`src/rtl/uart_rx_responder.sv`:
```
// UART receiver with a small FIFO that answers a level-request / one-cycle-ack CPU read port.
// Define UART_RX_PARITY_EN to receive 8E1 frames; the default build receives 8N1.
module uart_rx_responder #(
  parameter int CLKS_PER_BIT = 434,
  parameter int FIFO_DEPTH   = 16
) (
  input  logic                          clk,
  input  logic                          reset,
  input  logic                          uartRx,
  input  logic                          uartReadReq,
  output logic                          uartReadAck,
  output logic [7:0]                    uartReadData,
  output logic [$clog2(FIFO_DEPTH):0]   fifoCount,
  output logic                          overrun,
  output logic                          framingErr,
  output logic                          parityErr
);

  localparam int AW = $clog2(FIFO_DEPTH);
  localparam int CW = $clog2(CLKS_PER_BIT);
  localparam logic [CW-1:0] BIT_LAST  = CW'(CLKS_PER_BIT - 1);
  localparam logic [CW-1:0] HALF_LAST = CW'(CLKS_PER_BIT / 2 - 1);
  localparam logic [AW:0]   FULL_CNT  = (AW + 1)'(FIFO_DEPTH);

  typedef enum logic [2:0] {
    IDLE, START, DATA, PARITY, STOP, WAITHI
  } state_t;

  logic          sync1_q, sync2_q;
  state_t        state_q, state_d;
  logic [CW-1:0] cnt_q, cnt_d;
  logic [2:0]    bit_idx_q, bit_idx_d;
  logic [7:0]    shift_q, shift_d;
  logic          push_q, push_d;
  logic          framing_q, framing_d;
  logic          parity_err_q, parity_err_d;
  logic          par_bad_q, par_bad_d;

  logic [AW-1:0] wr_ptr_q, wr_ptr_d;
  logic [AW-1:0] rd_ptr_q, rd_ptr_d;
  logic [AW:0]   count_q, count_d;
  logic          armed_q, armed_d;
  logic          ack_q, ack_d;
  logic [7:0]    rd_data_q, rd_data_d;
  logic          overrun_q, overrun_d;

  logic [7:0]    mem [FIFO_DEPTH];
  logic          rx_s;
  logic          pop;
  logic          full;
  logic          wr_en;

  assign rx_s = sync2_q;

  always_comb begin
    state_d      = state_q;
    cnt_d        = cnt_q + CW'(1);
    bit_idx_d    = bit_idx_q;
    shift_d      = shift_q;
    push_d       = 1'b0;
    framing_d    = 1'b0;
    parity_err_d = 1'b0;
    par_bad_d    = par_bad_q;
    case (state_q)
      IDLE: begin
        cnt_d = '0;
        if (!rx_s) state_d = START;
      end
      START: begin
        if (cnt_q == HALF_LAST) begin
          cnt_d = '0;
          if (!rx_s) begin
            state_d   = DATA;
            bit_idx_d = '0;
            par_bad_d = 1'b0;
          end else begin
            state_d = IDLE;
          end
        end
      end
      DATA: begin
        if (cnt_q == BIT_LAST) begin
          cnt_d     = '0;
          shift_d   = {rx_s, shift_q[7:1]};
          bit_idx_d = bit_idx_q + 3'd1;
          if (bit_idx_q == 3'd7) begin
`ifdef UART_RX_PARITY_EN
            state_d = PARITY;
`else
            state_d = STOP;
`endif
          end
        end
      end
`ifdef UART_RX_PARITY_EN
      PARITY: begin
        // Even parity: the parity bit XOR all data bits must be zero.
        if (cnt_q == BIT_LAST) begin
          cnt_d        = '0;
          state_d      = STOP;
          par_bad_d    = rx_s ^ (^shift_q);
          parity_err_d = rx_s ^ (^shift_q);
        end
      end
`endif
      STOP: begin
        if (cnt_q == BIT_LAST) begin
          cnt_d = '0;
          if (rx_s) begin
            push_d  = !par_bad_q;
            state_d = IDLE;
          end else begin
            framing_d = 1'b1;
            state_d   = WAITHI;
          end
        end
      end
      WAITHI: begin
        cnt_d = '0;
        if (rx_s) state_d = IDLE;
      end
      default: begin
        cnt_d   = '0;
        state_d = IDLE;
      end
    endcase
  end

  // A push into a full FIFO is still accepted when a pop frees the slot in the same cycle.
  always_comb begin
    pop       = uartReadReq && (count_q != '0) && armed_q;
    full      = (count_q == FULL_CNT);
    wr_en     = push_q && (!full || pop);
    wr_ptr_d  = wr_en ? wr_ptr_q + AW'(1) : wr_ptr_q;
    rd_ptr_d  = pop ? rd_ptr_q + AW'(1) : rd_ptr_q;
    count_d   = count_q;
    if (wr_en && !pop)      count_d = count_q + (AW + 1)'(1);
    else if (!wr_en && pop) count_d = count_q - (AW + 1)'(1);
    overrun_d = overrun_q | (push_q && full && !pop);
    armed_d   = armed_q;
    if (pop)               armed_d = 1'b0;
    else if (!uartReadReq) armed_d = 1'b1;
    ack_d     = pop;
    rd_data_d = pop ? mem[rd_ptr_q] : rd_data_q;
  end

  always_ff @(posedge clk) begin
    if (wr_en) mem[wr_ptr_q] <= shift_q;
  end

  always_ff @(posedge clk or negedge reset) begin
    if (!reset) begin
      sync1_q      <= 1'b1;
      sync2_q      <= 1'b1;
      state_q      <= IDLE;
      cnt_q        <= '0;
      bit_idx_q    <= '0;
      shift_q      <= '0;
      push_q       <= 1'b0;
      framing_q    <= 1'b0;
      parity_err_q <= 1'b0;
      par_bad_q    <= 1'b0;
      wr_ptr_q     <= '0;
      rd_ptr_q     <= '0;
      count_q      <= '0;
      armed_q      <= 1'b1;
      ack_q        <= 1'b0;
      rd_data_q    <= '0;
      overrun_q    <= 1'b0;
    end else begin
      sync1_q      <= uartRx;
      sync2_q      <= sync1_q;
      state_q      <= state_d;
      cnt_q        <= cnt_d;
      bit_idx_q    <= bit_idx_d;
      shift_q      <= shift_d;
      push_q       <= push_d;
      framing_q    <= framing_d;
      parity_err_q <= parity_err_d;
      par_bad_q    <= par_bad_d;
      wr_ptr_q     <= wr_ptr_d;
      rd_ptr_q     <= rd_ptr_d;
      count_q      <= count_d;
      armed_q      <= armed_d;
      ack_q        <= ack_d;
      rd_data_q    <= rd_data_d;
      overrun_q    <= overrun_d;
    end
  end

  assign uartReadAck  = ack_q;
  assign uartReadData = rd_data_q;
  assign fifoCount    = count_q;
  assign overrun      = overrun_q;
  assign framingErr   = framing_q;
`ifdef UART_RX_PARITY_EN
  assign parityErr    = parity_err_q;
`else
  assign parityErr    = 1'b0;
`endif

endmodule

```
`config.mk`:
```
export PLATFORM = sky130hd
export DESIGN_NAME = uart_rx_responder
export DESIGN_NICKNAME = d
export VERILOG_FILES = /design/src/rtl/uart_rx_responder.sv
export SDC_FILE = /design/constraint.sdc
export NUM_CORES = 1
export LEC_CHECK = 0
export BUFFER_PORTS_ARGS = -buffer_cell sky130_fd_sc_hd__buf_2
export CORE_MARGIN = 2
export CORE_UTILIZATION = 55
export DETAILED_ROUTE_END_ITERATION = 16
export PLACE_DENSITY = 0.72
export SYNTH_ARGS = -nofsm -noshare
export SYNTH_HDL_FRONTEND = slang
export SYNTH_SLANG_ARGS = --single-unit
```
`constraint.sdc`:
```
create_clock -name clk -period 3.8 [get_ports clk]
set_input_delay 0.76 -clock clk [delete_from_list [all_inputs] [get_ports clk]]
set_output_delay 0.76 -clock clk [all_outputs]
set_load 0.02 [all_outputs]
```
==> results.yml <==
placement:
  place.gp.congestion: 0.771
  place_hpwl_um: 8460
  io_buffers: 19
  post-place-ws_ns: 0.855
synthesis:
  yosys.area.top_type: "edfxtp_1"
  yosysSeqAreaShare_pct: 69.1
  ys_ff_latch: 179
  synthCells: 430
  synth_nets: 450
  syn_area_sq_um: 7420
  synth_area_per_cell_sq_um: 17.2
  synth.area.top_cells: "edfxtp_1, dfrtp_1, mux4_1, mux4_2, mux2_2"
  ys_types: 46
  yosysMostFrequentCell: "edfxtp_1"
  synth_warnings: 0
  synth_commonest_cells: "edfxtp_1, dfrtp_1, nand2_1, mux2_2, mux4_1"
  synth_edf_count: 128
  synth_flop_cell: "edfxtp_1"
  synth_top_cell_area_share_pct: 51.8
  async_reset_ff_share_pct: 28.5
routing:
  viasPerCell: 5.76
  dr.pass1.iters: 5
  drt_iter0_markers: 372
  route.detailed.drc: 0
  num_vias: 3713
  wire_per_inst_um: 20.6
  drt.antenna.violating_nets: 0
  routed_wirelength_um: 13300
cts:
  cts_tree: "built"
  post_cts_resized: 0
  cts_root_buf: "clkbuf_16"
  insertion_delay_ns: 0.42
  postCtsSetupBuffers: 0
  h-tree-depth: 4
  clk_path_buf_depth: 2
  clock-sinks: 179
  cts_buffers: 17
  clk_pin_slew_ns: 0.06
  cts_hold_buf: 0
final_layout:
  layout.nets: 477
  nFillCells: 926
  antenna_cells: 0
  drive_gt1_share_pct: 20.0
  area_delta_synth_final_pct: 10.9
run_status:
  status: "finished clean"
sta:
  fin_worst_skew_ns: 0.00629
  post-route-min-period_ns: 3.03
  setup_viol: 0
  setup_tns_ns: 0
  worstMarginPinSlew_ns: 1.05
  slew_violations: 0
  rsz0062_at_grt: "false"
  hold_viol: 0
  fin_crit_sh_pct: 79.8
  slew_headroom_pct: 30.0
  clock.fmax_ghz: 0.330
  timing.final.ws_setup_ns: 0.769
power:
  p_comb_share_pct: 0.4
  leakage_nw: 3.40
  netSwitchingFraction_pct: 18.5
  vdd_drop_max_v: 0.000291
  p_switching_uw: 700
  p_int_mw: 3.09
  seqPwrFrac_pct: 54.7
  power.density_nw_per_um2: 461
  p_clk_share_pct: 44.9
grt:
  grt_pass1_vias: 3742
  globalRouteTotalUtil_pct: 20.4
  antenna_found_initial: 0
  grt_max_degree: 41
  grt_pass1_wl_um: 21100
  grt_overflow: 0
critical_path:
  critPathMaxFanout: 19
  slowest_stage: "dfrtp_1"
  critPathLaunchType: "flop"
  crit_chain: "nor4_1 > nor2b_1 > nor2_1 > inv_2 > ha_1 > inv_1 > ha_1 > a21o_1 > a21oi_1 > mux2i_1 > xnor2_1"
  cp-end-kind: "flop"
  max_stage_delay_ns: 0.43
  cpMostUsedCell: "ha_1"
  timing_worst_setup_path_type: "reg2reg"
  arrival_ns: 3.37
  crit_required_ns: 4.14
floorplan:
  fp-row-count: 42
  core_region_area_sq_um: 13200
  die_h_um: 120
  ios: 21
  start_util_pct: 56.2
  die_w_um: 120
  die_area_sq_um: 14400
hold_path:
  hp-class: "in2async"
run:
  drv_cap: 0
-- flip-flops by register name, summed over array words and instances, names as in the netlist, 3 cells and up --
| register | flops |
|---|---|
| shift_q | 8 |
| state_q | 3 |
| fifoCount | 5 |
| mem | 128 |
| cnt_q | 9 |
| uartReadData | 8 |
| bit_idx_q | 3 |
| wr_ptr_q | 4 |
| rd_ptr_q | 4 |
-- layout make-up --
type / count / area [sq um] / share of cell area, %
Multi-Input combinational cell: 222 / 2100 / 25.6
Clock buffer: 23 / 478 / 5.81
Clock inverter: 8 / 104 / 1.26
Tap cell: 176 / 220 / 2.68
Sequential cell: 179 / 5120 / 62.3
Timing Repair Buffer: 24 / 145 / 1.76
Inverter: 13 / 48.8 / 0.593
-- power by group through the flow --
stage | combinational [mW] | sequential (mW) | clock, mW
after global routing | 0.0178 | 2.07 | 1.81
after detailed placement | 0.0161 | 2.11 | 0
after CTS | 0.0161 | 2.07 | 1.74
final | 0.0151 | 2.07 | 1.70
after floorplan | 0.00278 | 2.11 | 0
after global placement | 0.0156 | 2.11 | 0
-- logic make-up (layout without fill, tap and decap cells) --
family,count (synthesis),count (layout),share of synthesized area [%]
flops,179,179,69.1
simple gates,100,100,6.75
mux,58,58,14.4
compound gates,30,30,2.40
buf+inv,29,68,2.53
xor+xnor,17,17,2.01
fa+ha+maj,16,16,2.80
other cells,1,1,0.0506
-- worst paths after layout --
| check | startpoint | end | slack, ns | cells after the start |
|---|---|---|---|---|
| min in group clk | sync1_q | rx_s | 0.36 | 0 |
| setup reg to reg | fifoCount[0] | fifoCount[4] | 0.77 | 11 |
| hold reg to reg | sync1_q | rx_s | 0.36 | 0 |
| hold / removal | reset | rd_ptr_q[0] | 0.22 | 1 |
| setup / recovery | fifoCount[0] | fifoCount[4] | 0.77 | 11 |
| max in group asynchronous | reset | sync1_q | 2.74 | 2 |
-- routing by layer --
layer  track usage [%]  wire length, um  up-vias
li1                  -                -     1697
met1              26.8             5550     1894
met2              33.6             6870      106
met3              5.13              623       16
met4              6.99              248        0
met5                 0                0        -
-- placed cells by master, fill, tap and decap left out, drive strengths merged, types with 4 or more instances in the layout --
cell type and instances:
and2 16, and3 4, buf 24, clkbuf 23, clkinvlp 4, dfrtp 48
edfxtp 128, ha 15, inv 13, mux2 17, mux2i 9, mux4 32
nand2 35, nand3 7, nor2 16, nor2b 5, nor4 4, o21ai 20
xnor2 12, xor2 5
-- metrics by stage --
stage	instances	instance area, sq um	hold WS (ns)	util, %	total power [mW]
3_3_place_gp	614	7640	0.346	57.9	2.13
2_1_floorplan	430	7420	0.345	-	2.12
6_report	645	8230	0.224	62.4	3.79
5_1_grt	645	8230	0.214	62.4	3.90
4_1_cts	645	8230	0.218	62.4	3.83
3_5_place_dp	614	7640	0.347	57.9	2.13
-- critical path: cells and delay by family (launching register included) --
kind / cells / cell delay [ns]
flops: 1 / 0.43
xor+xnor: 1 / 0.15
buf+inv: 2 / 0.43
simple gates: 3 / 0.70
mux: 1 / 0.28
fa+ha+maj: 2 / 0.60
compound gates: 2 / 0.35
No activity file was read; power rests on OpenSTA's default activity.
